==> config.mk <==
export PLATFORM = sky130hd
export DESIGN_NAME = sig_period_meter
export DESIGN_NICKNAME = d
export VERILOG_FILES = /design/src/rtl/sig_meas_pkg.sv /design/src/rtl/sig_period_meter_sat_counter.sv /design/src/rtl/sig_period_meter.sv
export SDC_FILE = /design/constraint.sdc
export NUM_CORES = 1
export LEC_CHECK = 0
export ABC_AREA = 1
export CAP_MARGIN = 20
export CORE_AREA = 2 2 170 172
export DETAILED_ROUTE_END_ITERATION = 8
export DIE_AREA = 0 0 172 174
export PLACE_DENSITY_LB_ADDON = 0.15
export RECOVER_POWER = 100
export SYNTH_ARGS = -nofsm -noshare
export SYNTH_HDL_FRONTEND = slang
export SYNTH_HIERARCHICAL = 1
export SYNTH_SLANG_ARGS = --single-unit
==> constraint.sdc <==
create_clock -name clk_100m -period 6.1 [get_ports clk_100m]
set_clock_uncertainty 0.2 [all_clocks]
set_input_delay 1.83 -clock clk_100m [delete_from_list [all_inputs] [get_ports clk_100m]]
set_output_delay 1.83 -clock clk_100m [all_outputs]
set_load 0.005 [all_outputs]
==> src/rtl/sig_meas_pkg.sv <==
// Shared types and default constants for the signal period meter.
package sig_meas_pkg;

    typedef enum logic [1:0] {
        ST_IDLE = 2'd0,
        ST_HIGH = 2'd1,
        ST_LOW  = 2'd2
    } state_e;

    localparam int unsigned CLK_HZ          = 100_000_000;
    localparam int unsigned DEF_TIMEOUT_CYC = CLK_HZ;
    localparam int unsigned DEF_MIN_PERIOD  = 4;

endpackage

==> src/rtl/sig_period_meter_sat_counter.sv <==
// Saturating up-counter: clr restarts at 0, clr together with inc restarts at 1.
// Latency 1 cycle; no backpressure, holds at all-ones.
module sat_counter #(
    parameter int unsigned W = 32
) (
    input  logic         clk,
    input  logic         rst_n,
    input  logic         clr,
    input  logic         inc,
    output logic [W-1:0] cnt
);

    logic [W-1:0] cnt_d;
    logic [W-1:0] cnt_q;

    always_comb begin
        cnt_d = cnt_q;
        if (clr) begin
            cnt_d = inc ? W'(1) : '0;
        end else if (inc && (cnt_q != '1)) begin
            cnt_d = cnt_q + W'(1);
        end
    end

    always_ff @(posedge clk or negedge rst_n) begin
        if (!rst_n) begin
            cnt_q <= '0;
        end else begin
            cnt_q <= cnt_d;
        end
    end

    assign cnt = cnt_q;

endmodule

==> src/rtl/sig_period_meter.sv <==
// Measures rise-to-rise period and high time of one edge-strobed signal, flags loss of signal.
// Results appear 1 cycle after the closing rise with a one-cycle meas_valid; no backpressure.
module sig_period_meter
    import sig_meas_pkg::*;
#(
    parameter int unsigned CNT_W       = 32,
    parameter int unsigned TIMEOUT_CYC = DEF_TIMEOUT_CYC,
    parameter int unsigned MIN_PERIOD  = DEF_MIN_PERIOD
) (
    input  logic             clk_100m,
    input  logic             reset_n,
    input  logic             enable,
    input  logic             sig_l2h,
    input  logic             sig_h2l,
    output logic [CNT_W-1:0] period,
    output logic [CNT_W-1:0] high_time,
    output logic             meas_valid,
    output logic             sig_lost,
    output logic             edge_err,
    output logic [15:0]      glitch_cnt
);

    localparam logic [CNT_W-1:0] TO_LAST = CNT_W'(TIMEOUT_CYC - 1);
    localparam logic [CNT_W-1:0] MIN_VAL = CNT_W'(MIN_PERIOD);

    state_e           state_q, state_d;
    logic [CNT_W-1:0] pend_q, pend_d;
    logic [CNT_W-1:0] period_q, period_d;
    logic [CNT_W-1:0] high_time_q, high_time_d;
    logic             meas_valid_q, meas_valid_d;
    logic             sig_lost_q, sig_lost_d;
    logic             edge_err_q, edge_err_d;

    logic [CNT_W-1:0] per_cnt, hi_cnt, to_cnt;
    logic             rise, fall, both, lost_hit, close, accept;
    logic             per_clr, per_inc, hi_inc, to_clr, glitch_inc;

    always_comb begin
        rise       = enable && sig_l2h && !sig_h2l;
        fall       = enable && sig_h2l && !sig_l2h;
        both       = enable && sig_l2h && sig_h2l;
        // Loss fires on the edge where the since-rise count reaches TIMEOUT_CYC.
        lost_hit   = enable && !rise && (to_cnt == TO_LAST);
        close      = rise && (state_q != ST_IDLE);
        accept     = (per_cnt >= MIN_VAL);
        per_clr    = !enable || rise || lost_hit;
        per_inc    = enable && !lost_hit && (rise || (state_q != ST_IDLE));
        hi_inc     = enable && !lost_hit && (rise || (state_q == ST_HIGH));
        to_clr     = !enable || rise;
        glitch_inc = close && !accept;
    end

    always_comb begin
        state_d      = state_q;
        pend_d       = pend_q;
        period_d     = period_q;
        high_time_d  = high_time_q;
        meas_valid_d = 1'b0;
        sig_lost_d   = sig_lost_q;
        edge_err_d   = edge_err_q;
        if (!enable) begin
            state_d    = ST_IDLE;
            pend_d     = '0;
            sig_lost_d = 1'b0;
            edge_err_d = 1'b0;
        end else if (lost_hit) begin
            state_d    = ST_IDLE;
            sig_lost_d = 1'b1;
            edge_err_d = edge_err_q || both;
        end else if (both) begin
            edge_err_d = 1'b1;
        end else if (rise) begin
            state_d    = ST_HIGH;
            sig_lost_d = 1'b0;
            if (close && accept) begin
                period_d     = per_cnt;
                high_time_d  = (state_q == ST_HIGH) ? hi_cnt : pend_q;
                meas_valid_d = 1'b1;
            end
        end else if (fall && (state_q == ST_HIGH)) begin
            state_d = ST_LOW;
            pend_d  = hi_cnt;
        end
    end

    always_ff @(posedge clk_100m or negedge reset_n) begin
        if (!reset_n) begin
            state_q      <= ST_IDLE;
            pend_q       <= '0;
            period_q     <= '0;
            high_time_q  <= '0;
            meas_valid_q <= 1'b0;
            sig_lost_q   <= 1'b0;
            edge_err_q   <= 1'b0;
        end else begin
            state_q      <= state_d;
            pend_q       <= pend_d;
            period_q     <= period_d;
            high_time_q  <= high_time_d;
            meas_valid_q <= meas_valid_d;
            sig_lost_q   <= sig_lost_d;
            edge_err_q   <= edge_err_d;
        end
    end

    sat_counter #(.W(CNT_W)) u_per_cnt (
        .clk(clk_100m), .rst_n(reset_n), .clr(per_clr), .inc(per_inc), .cnt(per_cnt)
    );

    sat_counter #(.W(CNT_W)) u_hi_cnt (
        .clk(clk_100m), .rst_n(reset_n), .clr(per_clr), .inc(hi_inc), .cnt(hi_cnt)
    );

    sat_counter #(.W(CNT_W)) u_to_cnt (
        .clk(clk_100m), .rst_n(reset_n), .clr(to_clr), .inc(enable), .cnt(to_cnt)
    );

    sat_counter #(.W(16)) u_glitch_cnt (
        .clk(clk_100m), .rst_n(reset_n), .clr(1'b0), .inc(glitch_inc), .cnt(glitch_cnt)
    );

    assign period     = period_q;
    assign high_time  = high_time_q;
    assign meas_valid = meas_valid_q;
    assign sig_lost   = sig_lost_q;
    assign edge_err   = edge_err_q;

endmodule

Word level (Yosys, flattened, before mapping):

Index checks and enable logic that the tools add are counted.

* eq/ne operators: 14
* magnitude comparators: 1
* reductions and logical operators: 37
* add/subtract/negate cells: 4
* multiplexer cells: 32
* bitwise gates (word level): 2

Operators with widths (number)
* $mux 32: 12
* $add 32x1->32 const B: 3
* $ne 32x32->1 const B: 3
* $eq 32x27->1 const B: 1
* $ge 32x3->1 const B: 1
* $logic_and 1x1->1: 18
* $add 16x1->16 const B: 1
* $ne 16x16->1 const B: 1
* $mux 1: 15
* $mux 2: 5
* $reduce_bool 2->1: 4
* $logic_not 1->1: 6
* $ne 2x2->1 const B: 3
* $ne 3x1->1 const B: 2
* $logic_or 1x1->1: 5
* $reduce_and 5->1: 1
* $ne 4x1->1 const B: 1
* $reduce_and 2->1: 2
* $reduce_and 4->1: 1
* $ne 3x2->1 const B: 1
* $eq 2x1->1 const B: 1
* $ne 2x1->1 const B: 1
* $not 1->1: 2

* output and inout port bits: 83
* bits in registers: 213
* logic and storage cells: 101
* input port bits: 5

Depth between registers and ports, before layout:

Gate-level depths: netlist (run 1).

* depth after elaboration: 11
* gate-level depth with buffers: 14
* gate-level depth less buffers: 13

Modules after synthesis:

The synthesis (run 1) kept the hierarchy.

Modules (own cells, without submodules)
* sat_counter at u_hi_cnt ...: cells an instance 347, area each 2234.6 sq um, instances 3, seq. area each 800.8 sq um
* sig_period_meter: cells an instance 627, area each 4785.8 sq um, instances 1, seq. area each 2527.4 sq um
* sat_counter at u_glitch_cnt: cells an instance 149, area each 1021.0 sq um, instances 1, seq. area each 400.4 sq um

Worst setup path before layout (run 1):

Ideal clock, no wire load.

* kind: input to register
* start: in enable
* end: reg u_hi_cnt.cnt_q[25], in the netlist u_hi_cnt/cnt[25]
* path slack: 2.506 ns
* buffers on the path: 1
* arrival time: 3.328 ns
* stages: 11
* setup time: 0.065 ns
* cell sequence: inv_2 nor3_4 nor2_2 inv_1 nor2_1 nor3_1 inv_1 a21oi_1 buf_2 nand4_1 nand2_1

RTL lines
* start: declaration: line sig_period_meter.sv:12 `input logic enable,`
* $logic_and 1x1->1 (2 in a row): line sig_period_meter.sv:39 `rise = enable && sig_l2h && !sig_h2l;`
* $logic_or 1x1->1 *
* via to_clr: line sig_period_meter.sv:36 `logic per_clr, per_inc, hi_inc, to_clr, glitch_inc;`
* $logic_or 1x1->1 *: line sig_period_meter.sv:46 `per_clr = !enable || rise || lost_hit;`
* $mux 32 or $reduce_bool 2->1 (tied branches)
* end signal: assignment: line sig_period_meter_sat_counter.sv:29 `cnt_q <= cnt_d;`
* end: declaration: line sig_period_meter_sat_counter.sv:14 `logic [W-1:0] cnt_q;`

Mark *: on every way through the listed nets, which the timed path passes. The rest lies on a longest branch.
A chain may end at the register's enable or synchronous reset.

Final worst setup path (run 1):

* start: in enable
* end: reg u_hi_cnt.cnt_q[6], in the netlist u_hi_cnt/cnt[6]

Same word-level chain as after synthesis.

==> metrics.md, run 1 <==
| Metric | Value |
|---|---|
| Setup violation total in the final timing report | 0 |
| Vias | between 10000 and 15000 |
| Starting Density | approximately 44% |
| Final slew viol count | between 150 and 200 |
| Most frequent cells in the layout | nand2_1, dfrtp_1, nor2_1 |
| Clock sink total | around 210 |
| Final hold vios | 0 |
| Syn Area/Cell | between 6 and 7 um2 |
| Final Power | 0.00301 W |
| WP buf/inv | 5 |
| Port Buf Inserts | between 80 and 90 |
| Setup bufs post-CTS | 0 |
| Yosys cell types | 39 |
| DR WL/cell | ~14 um |
| H-tree levels | 1 |
| Crit Path Class | in -> reg |
| HP Class | reg -> reg |
| Critical Path Slowest Stage Cell | dlygate4sd3_1 |
| Die Footprint | ~0.030 mm2 |
| Setup TNS | 0 ns |
| ANT cells | 0 |
| Worst setup EP type | flip-flop |
| Antenna violations before repair | 0 |
| Die Y | between 150 and 200 um |
| Critical hold path startpoint | period[16] |
| Layout cells sized above 1 | between 5 and 6% |
| Final min period | 5.14 ns |
| Via density | 5.05 |
| Flops & latches, synth | around 210 |
| Hold_buf cts | 0 |
| EDFF count, synth | 0 |
| Post-CTS sizing | 0 |
| Detail Route Antenna Nets | 0 |
| FP Rows | a little over 60 |
| Worst Path Max Fanout | 23 |
| Fraction of registers with async set or reset after synthesis | 100% |
| Synth warn | 6 |
| Root Driver | clkbuf_16 |
| Detailed Route WL | around 33000 um |
| Register area share after synthesis | between 40% and 50% |
| GPL Wtd Cong | between 0.9 and 1 |
| Required @ worst endpoint | between 6 and 7 ns |
| Starting DRT DRC Count | 765 |
| Final period util | between 80 and 90% |
| Vias in the first global route | 11000 |
| DRC | 0 |
| Startpoint Class | primary input |
| PwrDens | 210 mW/mm2 |
| Worst Max-Slew Pin Slew | approximately 2.3 ns |
| Most common cell on crit path | nand2_1 |
| Worst R2R Start | u_per_cnt/cnt[2] |
| Critical path launch point | enable |
| Lkg Pwr | 7.22 nW |
| FMAX | between 150 and 200 MHz |
| Syn Std Cell Area | around 0.013 mm2 |
| Global-route wire length before repair | between 50000 and 60000 um |
| Largest net degree at the start of global routing | 89 |
| Longest Clk Path Bufs | 3 |
| Total GRT Usage | between 20 and 25% |
| Final hold slack | between 0.2 and 0.3 ns |
| CTS Buf Count | 25 |
| Detailed Place HPWL | between 20000 and 25000 um |
| TritonCTS clock tree | done |
| Max_slew headroom | -51.7% |
| Maximum vdd drop | ~0.18 mV |
| Synth Instances | 1817 |
| GR Overflow Total | 0 |
| Drt pass-1 iters | 5 |
| Status | complete, but fails checks |
| Most common cell after layout, fill and taps aside | nand2_1 |
| Predominant post-synthesis flop cell | dfrtp_1 |
| DIE WIDTH | around 170 um |
| RSZ-0062 raised after global routing | no |
| P&R area growth vs syn | 14.6% |
| Total core area | between 0.02 and 0.03 mm2 |
| # IOs | slightly below 90 |
| Max Cap Viol | 3 |
| Failing checks | max-capacitance violations, max-slew violations |
| Cell family with most CP delay | buffers and inverters |
| Critical path cell sequence | dlygate4sd3_1, inv_2, nor3_4, nor2_2, inv_1, clkbuf_1, nor2_1, nor3_1, nand2_2, nand2_4, clkinv_4, nand2_1, nand2_1 |
| Critical Path AT | about 5.3 ns |
| Reg clk slew, reported paths | 0.06 ns |
| Fin nets | 1892 |
| Crit path largest cell delay | about 0.70 ns |
| Worst skew pair latency | ~0.5 ns |
## cells in the mapped netlist (8+ instances only)
master,instances,share of area [%]
nand2_1,793,24
buf_2,14,0.56
a21oi_1,18,0.72
o21ai_0,24,0.96
nor2_1,211,6.3
nand4_1,63,3.2
buf_4,8,0.48
xor2_1,15,1.1
xnor2_1,15,1.1
clkbuf_1,23,0.69
inv_1,113,3.4
buf_6,12,1.1
nand2_2,17,0.85
nand3_1,180,7.2
inv_2,8,0.24
nor2_4,8,0.72
nor2_2,12,0.60
o21ai_1,13,0.52
dfrtp_1,213,43
## report_power, final
part	total [W]	internal [W]	switching, W	leakage, nW
sequential	0.00143	0.00142	0.0000106	2.97
clock	0.00143	0.000849	0.000580	0.391
combinational	0.000147	0.0000256	0.000122	3.86
## path summary, 6_finish.rpt
path                                     to  slack [ns]  depth (start not counted)
min in group asynchronous        period[18]        1.78                          1
hold / removal                   period[16]        0.26                          2
hold reg to reg                  period[16]        0.26                          2
setup / recovery            u_hi_cnt/cnt[6]        0.96                         13
max in group asynchronous  u_per_cnt/cnt[0]        1.78                          2
setup reg to reg               high_time[0]        1.94                          8
## cell families after synthesis
logic type	share of synthesized area (%)
DFF	42.6
AOI/OAI and AO/OA	3.11
other	0.0300
buffers and inverters	7.22
and+or+nand+nor	44.5
xor gates and xnor gates	2.10
adders and majority gates	0.400
## metrics by stage
| step | instance area [um2] | worst slack (ns) | utilization, % | std cells |
|---|---|---|---|---|
| 6_report | 14300 | 0.958 | 50.8 | 2283 |
| 5_1_grt | 14300 | 0.581 | 50.8 | 2283 |
| 4_1_cts | 14400 | 1.34 | 50.9 | 2283 |
| 3_5_place_dp | 13600 | 0.816 | 48.2 | 2240 |
| 3_3_place_gp | 13600 | 0.913 | 48.2 | 2239 |
| 2_1_floorplan | 12500 | 2.51 | - | 1819 |
## flip-flops by register name, summed over array words and instances, names as in the netlist
name              cells
u_to_cnt/cnt         32
u_per_cnt/cnt        32
u_hi_cnt/cnt         32
state_q               2
high_time            32
edge_err              1
u_glitch_cnt/cnt     16
sig_lost              1
meas_valid            1
pend_q               32
period               32
## metal layers
| layer | up-vias | part of all wire, % | routed length, um | global-route usage [%] |
|---|---|---|---|---|
| li1 | 5879 | - | - | - |
| met5 | - | 0 | 0 | 0 |
| met1 | 5390 | 47 | 15400 | 30.5 |
| met2 | 228 | 47 | 15400 | 37.3 |
| met3 | 41 | 4.6 | 1510 | 3.03 |
| met4 | 0 | 1.7 | 547 | 5.08 |
## worst reg2reg max path, delay by kind of cell (launching register included)
| family | cells | cell delay [ns] |
|---|---|---|
| buffers and inverters | 2 | 1.85 |
| DFF | 1 | 0.47 |
| and+or+nand+nor | 6 | 1.56 |
## cell type report
type | count | area [um2]
multi-input cells | 1415 | 6290
clock buffers | 35 | 713
fillers | 2873 | 13900
repair buffers | 103 | 975
flip-flops and latches | 213 | 5330
inverters | 125 | 484
well taps | 384 | 480
clock inverters | 8 | 65.1
(Power assumes the default switching activity.)
==> run 2, diff against run 1 <==
==> constraint.sdc (replaced) <==
create_clock -name clk_100m -period 4.56 [get_ports clk_100m]
set_clock_uncertainty 0.2 [all_clocks]
set_input_delay 1.368 -clock clk_100m [delete_from_list [all_inputs] [get_ports clk_100m]]
set_output_delay 1.368 -clock clk_100m [all_outputs]
set_load 0.005 [all_outputs]
==> run 2 against run 1 <==
  * The flow still finishes with violations (max-capacitance violations, max-slew violations)
  * Global-route usage is 0.26 points higher
  * Power is 50% higher
  * First-iteration DRC count fell by 5.0%
  * Worst hold slack lost 0.0014 ns
  * Combinational power grew 36%
  * Sequential share of layout area decreased by 0.71 points
  * Sequential power up 34%
  * Sequential cell count unchanged
==> metrics.md, run 2 (synthesis gave the netlist of run 1 again) <==
| Metric | Value |
|---|---|
| Critical path launch point | sig_h2l |
| Reg-to-reg critical path endpoint | u_glitch_cnt/cnt[9] |
| PwrDens | 308 mW/mm2 (+47%) |
| Global-route wire length before repair | 55800 um (+1.4%) |
| ANT cells | 0 (unchanged) |
| Seq pwr share | 42.5% (-5.1 points) |
| Switching pwr | 0.00100 W (+41%) |
| Failing checks | max-capacitance violations, max-slew violations |
| R2R depth | 10 (+2) |
| Critical path cell sequence | dlygate4sd3_1, nor3_1, nor2_2, inv_1, clkbuf_1, inv_1, nand2_4, clkinv_4, nand2_1, nand2_1 |
| R2r setup slk | 1.40 ns (-0.54 ns) |
| Longest Clk Path Bufs | 3 (unchanged) |
| # IOs | 88 (unchanged) |
| Startpoint Class | primary input |
| Clock power share | 53.1% (+5.6 points) |
| Setup violation total in the final timing report | 0 (unchanged) |
| Largest net degree at the start of global routing | 84 (-5.6%) |
| DR WL/cell | 14.4 um (about the same) |
| Post-layout util | 51.8% (+0.98 points) |
| Worst skew pair latency | 0.54 ns (+0.03 ns) |
| Drt pass-1 iters | 5 (unchanged) |
| Gate power share | 4.4% (-0.5 points) |
| Post-CTS sizing | 0 (unchanged) |
| P&R area growth vs syn | 16.8% |
| Reg clk slew, reported paths | 0.06 ns (about the same) |
| Total GRT Usage | 22.5% (+0.26 points) |
| Vias in the first global route | 11000 (+0.24%) |
| Starting Density | 44.3% (unchanged) |
| DIE WIDTH | 172 um (unchanged) |
| Die Y | 174 um (unchanged) |
| Cell Count, Final, Fillers Out | 2294 (+0.48%) |
| Crit path largest cell delay | 0.65 ns (-0.05 ns) |
| Via density | 5.08 (+0.47%) |
| Worst R2R Start | u_per_cnt/cnt[2] |
| Fin nets | 1899 (+0.37%) |
| Root Driver | clkbuf_16 |
| Final hold vios | 0 (unchanged) |
| Worst slack at placement | 0.507 ns (-0.308 ns) |
| Cell internal pwr | 0.00350 W (+52%) |
| FMAX | 256 MHz |
| Critical Path AT | 4.13 ns (-1.21 ns) |
| Final period util | a little under nine tenths |
| CTS Buf Count | 26 (+4.0%) |
| Setup bufs post-CTS | 0 (unchanged) |
| Worst Max-Slew Pin Slew | 2.10 ns (-0.177 ns) |
| Filler cells | 2844 (-1.0%) |
| GPL Wtd Cong | 0.915 (-0.24%) |
| End point of the worst hold path | period[18] |
| Detail Route Antenna Nets | 0 (unchanged) |
| GR Overflow Total | 0 (unchanged) |
| Detailed Place HPWL | 22600 um (-0.10%) |
| Switching Fraction | 22.3% (-1.4 points) |
| WP buf/inv | 5 (unchanged) |
| Hold path cells | 2 (unchanged) |
| TritonCTS clock tree | done |
| Clock sink total | 213 (unchanged) |
| Lkg Pwr | 7.36 nW (+1.9%) |
| H-tree levels | 1 (unchanged) |
| Worst Path Max Fanout | 23 (unchanged) |
| HP Class | reg -> reg |
| Post-route worst setup slack | 0.653 ns (-0.305 ns) |
| DRC | 0 (unchanged) |
| Starting DRT DRC Count | 727 (-5.0%) |
| Hold_buf cts | 0 (unchanged) |
| Required @ worst endpoint | 4.78 ns (-1.52 ns) |
| Most common cell after layout, fill and taps aside | nand2_1 |
| Antenna violations before repair | 0 (unchanged) |
| Max Cap Viol | 2 (-1) |
| Max_slew headroom | -39.9% (+12 points) |
| Port Buf Inserts | 87 (unchanged) |
| Placed Cells | 2246 (+0.27%) |
| Setup TNS | 0 ns (unchanged) |
| Most frequent cells in the layout | nand2_1, dfrtp_1, nor2_1 |
| Total core area | 0.0282 mm2 (unchanged) |
| Crit Path Class | in -> reg |
| Final min period | just under 4 ns |
| Worst setup EP type | flip-flop |
| FP Rows | 62 (unchanged) |
| Layout cells sized above 1 | 6.39% (+0.65 points) |
| Detailed Route WL | 33000 um (+0.42%) |
| Status | complete, but fails checks |
| Critical hold path startpoint | period[18] |
| Final slew viol count | 153 (-8.4%) |
| Critical Path Slowest Stage Cell | clkbuf_1 |
| Vias | 11600 (+0.95%) |
| Cell family with most CP delay | buffers and inverters |
| RSZ-0062 raised after global routing | no |
| Maximum vdd drop | 0.277 mV (+51%) |
| Die Footprint | 0.0299 mm2 (unchanged) |
## run 2: cell count changes in the layout (fill, tap and decap cells not counted), moves of 2 or more
cell	delta
nand2_2	-2
clkinv_2	-2
clkbuf_1	-4
o21ai_0	-2
nand2_1	+2
bufinv_16	+7
buf_4	+8
## run 2: layout make-up
cell class / count / area, um2 / share of cell area, %
Tap cell: 384 / 480 / 3.29
Timing Repair Buffer: 109 / 1040 / 7.10
Clock buffer: 33 / 717 / 4.91
Inverter: 125 / 484 / 3.31
Multi-Input combinational cell: 1415 / 6270 / 42.9
Clock inverter: 15 / 289 / 1.98
Sequential cell: 213 / 5330 / 36.5
## run 2: routing by layer
metal	global-route usage (%)	routed length, um	part of all wire, %	vias up
met2	37.5	15500	47	233
met1	31.5	15500	47	5471
met4	4.62	614	1.9	0
met3	2.69	1380	4.2	45
li1	-	-	-	5899
met5	0	0	0	-
## run 2: power groups by stage
stage               Combinational [W]  Sequential [W]  Clock, W
detailed placement           0.000210         0.00195         0
CTS                          0.000210         0.00191   0.00245
finish                       0.000200         0.00191   0.00239
global route                 0.000225         0.00191   0.00253
global placement             0.000207         0.00195         0
floorplan                    0.000127         0.00194         0
## run 2: how the worst max path moves through the flow
stage / end / slack (ns) / cells after the start
2_1_floorplan: u_hi_cnt/cnt[25] / 1.43 / 11
3_3_place_gp: u_per_cnt/cnt[26] / 0.57 / 12
3_5_place_dp: u_per_cnt/cnt[2] / 0.51 / 12
4_1_cts: u_per_cnt/cnt[2] / 1.06 / 12
5_1_grt: u_per_cnt/cnt[21] / 0.45 / 11
6_report: u_to_cnt/cnt[31] / 0.65 / 10
## run 2: worst reg2reg max path, stage by stage (launching register included)
cell and delay [ns]:
dfrtp_1 0.46, or2_0 0.23, nor2_1 0.17, nand4_1 0.50, nor3_1 0.34, clkbuf_1 0.34
clkinv_1 0.20, o21ai_2 0.23, inv_1 0.22, nand2_1 0.11, nand2_1 0.05
## run 2: stage by stage
stage | power (W) | hold slack (ns) | cell area, um2
after global routing | 0.00466 | 0.282 | 14600
after global placement | 0.00215 | 0.253 | 13700
after detailed placement | 0.00216 | 0.257 | 13700
after floorplan | 0.00207 | 0.242 | 12500
final | 0.00450 | 0.259 | 14600
after CTS | 0.00457 | 0.271 | 14700
